`config.mk`:
```
export PLATFORM = sky130hd
export DESIGN_NAME = store_buffer
export DESIGN_NICKNAME = d
export VERILOG_FILES = /design/src/rtl/store_buffer.sv
export SDC_FILE = /design/constraint.sdc
export NUM_CORES = 1
export LEC_CHECK = 0
export CAP_MARGIN = 10
export CORE_ASPECT_RATIO = 1.1
export CORE_MARGIN = 4
export CORE_UTILIZATION = 30
export DETAILED_ROUTE_END_ITERATION = 16
export PLACE_DENSITY = 0.58
export SYNTH_ARGS = -nofsm -noshare
export SYNTH_HDL_FRONTEND = slang
export SYNTH_SLANG_ARGS = --single-unit
```
`constraint.sdc`:
```
create_clock -name CLK -period 6 [get_ports CLK]
set_clock_uncertainty 0.15 [all_clocks]
set_input_delay 1.2 -clock CLK [delete_from_list [all_inputs] [get_ports CLK]]
set_output_delay 1.2 -clock CLK [all_outputs]
set_load 0.01 [all_outputs]
```
`src/rtl/store_buffer.sv`:
```
// -----------------------------------------------------------------------------
// store_buffer
//   Four-entry store buffer between the processor and a single-port data
//   memory. Accepted stores queue in a FIFO and drain to memory in acceptance
//   order. A load takes the memory port unless the buffer is full. A load
//   returns the youngest buffered store to the same address, otherwise the
//   memory read data. A flush stops new stores and drains the FIFO, then
//   raises flush_done for one cycle.
//
// Ports
//   CLK, RST            clock; asynchronous active-high reset
//   st_valid/addr/data  store request; accepted when st_valid && st_ready
//   st_ready            store can be accepted this cycle
//   ld_valid/addr       load request (combinational read)
//   ld_data             load result, same cycle
//   ld_stall            load not served this cycle (buffer full, drain wins)
//   flush               request to drain all pending stores
//   flush_done          one-cycle pulse when the flush has completed
//   count               number of buffered entries, 0..4
//   mem_addr/wdata/we   data memory port
//   mem_rdata           data memory combinational read data
// -----------------------------------------------------------------------------
module store_buffer #(
  parameter int DEPTH  = 4,
  parameter int ADDR_W = 8,
  parameter int DATA_W = 8
) (
  input  logic              CLK,
  input  logic              RST,
  input  logic              st_valid,
  input  logic [ADDR_W-1:0] st_addr,
  input  logic [DATA_W-1:0] st_data,
  output logic              st_ready,
  input  logic              ld_valid,
  input  logic [ADDR_W-1:0] ld_addr,
  output logic [DATA_W-1:0] ld_data,
  output logic              ld_stall,
  input  logic              flush,
  output logic              flush_done,
  output logic [2:0]        count,
  output logic [ADDR_W-1:0] mem_addr,
  output logic [DATA_W-1:0] mem_wdata,
  output logic              mem_we,
  input  logic [DATA_W-1:0] mem_rdata
);

  localparam int PTR_W = $clog2(DEPTH);

  typedef enum logic {RUN, FLUSH} state_t;

  state_t                          state, state_nxt;
  logic [DEPTH-1:0][ADDR_W-1:0]    ent_addr;
  logic [DEPTH-1:0][DATA_W-1:0]    ent_data;
  logic [DEPTH-1:0]                ent_vld;
  logic [PTR_W-1:0]                head, tail;

  logic                            full, empty;
  logic                            push, pop;
  logic                            fwd_hit;
  logic [DATA_W-1:0]               fwd_data;

  assign full  = (count == 3'(DEPTH));
  assign empty = (count == 3'd0);

  // Stores are refused while full (no full-bypass) and for the whole flush.
  assign st_ready = !full && (state == RUN);
  assign push     = st_valid && st_ready;

  // A load owns the memory port unless the buffer is full; then the head
  // drains so the stalled load can make progress next cycle.
  assign pop      = !empty && (!ld_valid || full);
  assign ld_stall = ld_valid && full;

  always_comb begin
    mem_we    = pop;
    mem_wdata = pop ? ent_data[head] : '0;
    if (pop)           mem_addr = ent_addr[head];
    else if (ld_valid) mem_addr = ld_addr;
    else               mem_addr = '0;
  end

  // Forwarding: walk entries oldest to youngest starting at head, so the
  // last hit is the youngest matching store. The store presented this cycle
  // is not in the array yet and is therefore never forwarded.
  always_comb begin : fwd
    logic [PTR_W-1:0] slot;
    fwd_hit  = 1'b0;
    fwd_data = '0;
    slot     = '0;
    for (int i = 0; i < DEPTH; i++) begin
      slot = head + PTR_W'(i);
      if (ent_vld[slot] && ent_addr[slot] == ld_addr) begin
        fwd_hit  = 1'b1;
        fwd_data = ent_data[slot];
      end
    end
  end

  assign ld_data = fwd_hit ? fwd_data : mem_rdata;

  // FSM: flush is only sampled in RUN. flush_done fires in the FLUSH cycle
  // that sees an empty buffer, so a flush on an empty buffer still spends
  // one cycle in FLUSH before pulsing.
  always_comb begin
    state_nxt  = state;
    flush_done = 1'b0;
    case (state)
      RUN:   if (flush) state_nxt = FLUSH;
      FLUSH: if (empty) begin
               flush_done = 1'b1;
               state_nxt  = RUN;
             end
      default: state_nxt = RUN;
    endcase
  end

  always_ff @(posedge CLK or posedge RST) begin
    if (RST) state <= RUN;
    else     state <= state_nxt;
  end

  // FIFO storage. With count < DEPTH and count > 0, head != tail, so a
  // simultaneous push and pop never touch the same slot.
  always_ff @(posedge CLK or posedge RST) begin
    if (RST) begin
      ent_addr <= '0;
      ent_data <= '0;
      ent_vld  <= '0;
      head     <= '0;
      tail     <= '0;
      count    <= '0;
    end else begin
      if (push) begin
        ent_addr[tail] <= st_addr;
        ent_data[tail] <= st_data;
        ent_vld[tail]  <= 1'b1;
        tail           <= tail + 1'b1;
      end
      if (pop) begin
        ent_vld[head] <= 1'b0;
        head          <= head + 1'b1;
      end
      case ({push, pop})
        2'b10:   count <= count + 3'd1;
        2'b01:   count <= count - 3'd1;
        default: count <= count;
      endcase
    end
  end

endmodule

```
## Yosys cells after proc, flatten, opt, wreduce, memory -nomap -nowiden

Index checks and enable logic that the tools add are counted.

- Logic and storage cells: 105
- Bits of input ports: 37
- Bits in writable memories: 0
- Memories kept: 0
- ROM bits: 0
- Flip-flop bits (word level): 76
- Output and inout bits: 31
- Bits in latches: 0

- Order comparisons: 7
- Bitwise operators: 4
- Multiplexer cells: 52
- Multipliers: 0
- $add $sub $neg: 6
- Div/mod/pow operators: 0
- Equality and inequality tests: 7
- Shifts and indexed selects: 0
- Reduce and logical (&&, ||, !) cells: 16

Operators by type and width:

| operator | number |
|---|---|
| $mux 8 | 17 |
| $bmux 8 s2 | 8 |
| $bwmux 32 | 2 |
| $eq 8x8->1 | 4 |
| $demux 8 s2 | 1 |
| $lt 2x3->1 const B | 5 |
| $mux 1 | 14 |
| $logic_and 1x1->1 | 10 |
| $bmux 1 s2 | 4 |
| $mux 4 | 2 |
| $pmux 3 s2 | 1 |
| $add 2x1->2 const B | 2 |
| $add 2x2->2 const B | 2 |
| $and 4x4->4 | 1 |
| $demux 1 s2 | 2 |
| $ge 2x1->1 const B | 2 |
| $not 4->4 | 1 |
| $or 4x4->4 | 1 |
| $add 3x1->3 const B | 1 |
| $eq 3x3->1 const B | 1 |
| $logic_not 1->1 | 3 |
| $logic_not 3->1 | 1 |
| $sub 3x1->3 const B | 1 |
| $eq 2x1->1 const B | 1 |
| 5 further kinds | 5 |

## Longest topological paths before layout

- Depth in word-level cells: 9
- Depth in mapped cells: 17
- Mapped depth without buffers: 11

## Worst setup path after synthesis

No wires, ideal clock.

- Path kind: register to output
- Start: register head[1]
- End: output ld_data[0]
- Data arrival time: 3518 ps
- Path buffers: 8
- Required time: 4650 ps
- Cell stages (with the launch flop): 18
- Setup slack: 1132 ps
- Cell sequence: dfrtp_1 buf_4 buf_6 buf_2 buf_2 inv_1 ha_1 buf_4 buf_4 buf_4 mux4_2 xor2_1 nor2_1 nand4_4 o221a_4 buf_6 nand2_8 a2bb2oi_2

- Longest elaborated chain between the ends: 9
- Elaborated cells between the ends (all ways): 44
- Those cells by class: add/sub: 3; eq/ne: 4; mux: 33; reduce/logical: 4

Ends and longest elaborated chain:

| what | RTL line | RTL |
|---|---|---|
| from (decl) | 55 | `logic [PTR_W-1:0] head, tail;` |
| from (signal assigned) | 141 | `head <= head + 1'b1;` |
| $add 2x1->2 / $bmux 8 s2 (equally long branches) | 91, 92 |  |
| $bmux 8 s2 / $mux 8 (equally long branches) | 92 | `if (ent_vld[slot] && ent_addr[slot] == ld_addr) begin` |
| $mux 8 (not written as such) / $eq 8x8->1 (equally long branches) | 92 |  |
| $eq 8x8->1 / $logic_and 1x1->1 (equally long branches) | 92 |  |
| $logic_and 1x1->1 (tied with other cells) | 92 |  |
| $mux 8 / $mux 1 (equally long branches) (3 in a row) | 92 |  |
| $mux 8 * | 99 | `assign ld_data = fwd_hit ? fwd_data : mem_rdata;` |
| to (decl) | 36 | `output logic [DATA_W-1:0] ld_data,` |

Every way passes the cells marked *; elsewhere a longest branch is shown, timed or not. The select of a mux whose other input is x is not followed.

## Final worst setup path

- Start: input ld_addr[0]
- End: output ld_data[2]

- Longest elaborated chain between the ends: 7
- Elaborated cells between the ends (all ways): 17
- Those cells by class: eq/ne: 4; mux: 9; reduce/logical: 4

Ends and longest elaborated chain:

| what | RTL line | RTL |
|---|---|---|
| from (decl) | 35 | `input logic [ADDR_W-1:0] ld_addr,` |
| $eq 8x8->1 | 92 |  |
| $logic_and 1x1->1 | 92 |  |
| $mux 8 / $mux 1 (equally long branches) (4 in a row) | 92 |  |
| $mux 8 * | 99 |  |

Every way passes the cells marked *; elsewhere a longest branch is shown, timed or not.

==> run metrics <==
Crit Path Class=primary input to output pin; DR vias=4180; share of cells above drive strength 1=32.3%; HP Class=register to register; CTS sink cnt=76; hpwl dp=11.1 mm; cell area after synthesis=around 6000 um^2; unique cell type count in the Yosys netlist=51; Lkg Pwr=2.83 nW; headroom to the max-slew limit=approximately 31%; Vias/cell=5.30; CP endpoint kind=output pin; Setup Buffers After CTS=0; RePlAce Congestion=0.857; Least-Margin Pin Slew=1.03 ns; number of max-cap violations=0; Die X=143 um; Post-synth ARST share=100%; part of the power in combinational logic=61.3%; Final nets=slightly below 600; I/O Buffers=67; CTS max path bufs=2; commonest cells after routing, fill and taps aside=dfrtp_1, mux2_2, clkdlybuf4s50_1; Avg WL per Cell=19.0 um; total track usage=14.0%; Slew Limit Fails=0; syn nets=530; largest net degree at the start of global routing=43; pre-CTS setup slack=between 0.4 and 0.5 ns; # diodes=0; DR DRC count=0; leading cell type in the layout, fill and taps excluded=dfrtp_1; Pint=0.00243 W; initial antenna violation count=0; Mean Syn Cell Area=~12 um^2; Routed Antenna Nets=0; Initial Util=30.4%; number of flops mapped to enable cells by yosys=0; Critical Path RT=4.65 ns; die height=157 um; Max Clk Rate=180 MHz; CTS H-tree depth=3; clock-pin slew on the worst setup and hold paths=0.06 ns; sequential share of power=between 20% and 30%; setup total negative slack=0 ns; YS warnings=0; # hold bufs at CTS=0; Sw Pwr=0.00164 W; CP Max Fanout=23; Pwr Density=574 nW/um^2; cell count after synthesis=a little under 500; Final Cell Area=7100 um^2; post-synthesis sequential area ratio=31.6%; CP startpoint kind=primary input; Max VDD drop=about 0.00019 V; Switching Share=40.4%; main flop type after synthesis=dfrtp_1; Tot Pwr=0.00407 W; Ports=~70; RSZ-0062 raised after global routing=false; CP arrival=4.21 ns; total CTS buffers=9; Core Area=approximately 20000 um^2; min Tclk post-route=5.56 ns; post-cts resize count=0; Placement Cell Area=~6800 um^2; global-route wire length before repair=about 25 mm; initial drt markers=roughly 240; Die Area=about 22000 um^2; status=finished clean; CTS tree=done; clock share of power=around an eighth; Tcrit/Tclk final=~90%; slack of the critical path=0.440 ns; first-pass iteration count of the detailed router=4; vias in the first global route=between 4k and 5k; GR Overflow Total=0; #FFs+latches synth=76; Final Routed Wirelength=15.0 mm; Clock Latency Late Sink=0.34 ns; Layout area overhead=18.0%; Fillers=between 1.5k and 2k; count of final setup violators=0; CTS root buffer=clkbuf_16; Fin. Hold Viols=0; row cnt=54
## worst paths after layout
path | startpoint | slack [ns] | to | cells past startpoint
worst max-delay path | ld_addr[0] | 0.44 | ld_data[2] | 8
worst min-delay path | count[2] | 0.37 | count[2] | 1
worst max register to register | count[0] | 3.06 | count[2] | 9
worst min register to register | count[2] | 0.37 | count[2] | 1
max in group asynchronous | RST | 3.42 | head[0] | 3
min in group asynchronous | RST | 1.24 | ent_data[14] | 2
## layout make-up
type / count / area (um^2) / area share, %
clock buffer: 12 / 246 / 3.47
clock inverter: 4 / 25.0 / 0.352
inverter: 20 / 75.1 / 1.06
multi-input combinational: 347 / 3780 / 53.3
sequential: 76 / 1910 / 26.9
tap: 252 / 315 / 4.44
timing repair buffer: 77 / 746 / 10.5
## critical path, cell delays in order
cell and delay (ns):
clkdlybuf4s50_1 0.60, xnor2_1 0.34, nand4_1 0.12, or3_1 0.80, o21ai_0 0.25, o21ai_0 0.19, a2bb2oi_2 0.16, clkdlybuf4s50_1 0.54
## cells in the mapped netlist, drive strengths merged (3+ instances only)
| library cell | instances | area share [%] |
|---|---|---|
| nand2 | 22 | 1.6 |
| nor2 | 16 | 1.0 |
| nand4 | 8 | 1.1 |
| mux2 | 69 | 13 |
| dfrtp | 76 | 32 |
| and2b | 5 | 0.62 |
| o21ai | 17 | 1.4 |
| and2 | 3 | 0.31 |
| o31ai | 3 | 0.37 |
| a21oi | 14 | 1.7 |
| nor2b | 4 | 0.42 |
| o21a | 8 | 1.0 |
| buf | 28 | 3.5 |
| mux2i | 25 | 4.2 |
| nor3 | 4 | 0.33 |
| xnor2 | 24 | 3.5 |
| a32o | 4 | 0.67 |
| clkbuf | 12 | 0.77 |
| xor2 | 19 | 2.8 |
| inv | 20 | 1.2 |
| a2bb2oi | 8 | 2.0 |
| and3 | 6 | 0.62 |
| mux4 | 55 | 21 |
| a2111oi | 9 | 1.4 |
| ha | 9 | 1.9 |
## cell families (layout without fill, tap and decap cells)
kind of cell             after synthesis  in the layout  synth area share [%]
adder cells (fa/ha/maj)               10             10                  2.20
XOR/XNOR                              43             43                  6.26
AO/OA/AOI/OAI                         71             71                  9.82
buffers and inverters                 60            113                  5.51
flip-flops                            76             76                  31.6
multiplexers                         149            149                  37.7
AND/OR/NAND/NOR                       74             74                  6.86
## registers in the layout, summed over array words and instances, names as in the netlist
signal	flops
ent_data	32
count	3
tail	2
state	1
head	2
ent_vld	4
ent_addr	32
## power by group through the flow
stage | registers, W | clock network, W | logic, W
2_1_floorplan | 0.000962 | 0 | 0.00200
3_3_place_gp | 0.00105 | 0 | 0.00248
3_5_place_dp | 0.00109 | 0 | 0.00251
4_1_cts | 0.00108 | 0.000513 | 0.00252
5_1_grt | 0.00113 | 0.000532 | 0.00270
6_report | 0.00108 | 0.000495 | 0.00250
## layer usage
metal	global-route usage, %	share of wire, %
met1	18.5	44
met2	22.9	49
met4	4.26	1.7
met3	3.09	4.4
met5	0	0
## stage by stage
step,hold slack [ns],util [%],std cells
after detailed placement,0.359,34.5,772
after CTS,0.369,35.9,788
final,0.367,35.9,788
after global placement,0.357,34.5,772
after floorplan,0.327,-,483
after global routing,0.395,35.9,788
(Power assumes the default switching activity.)
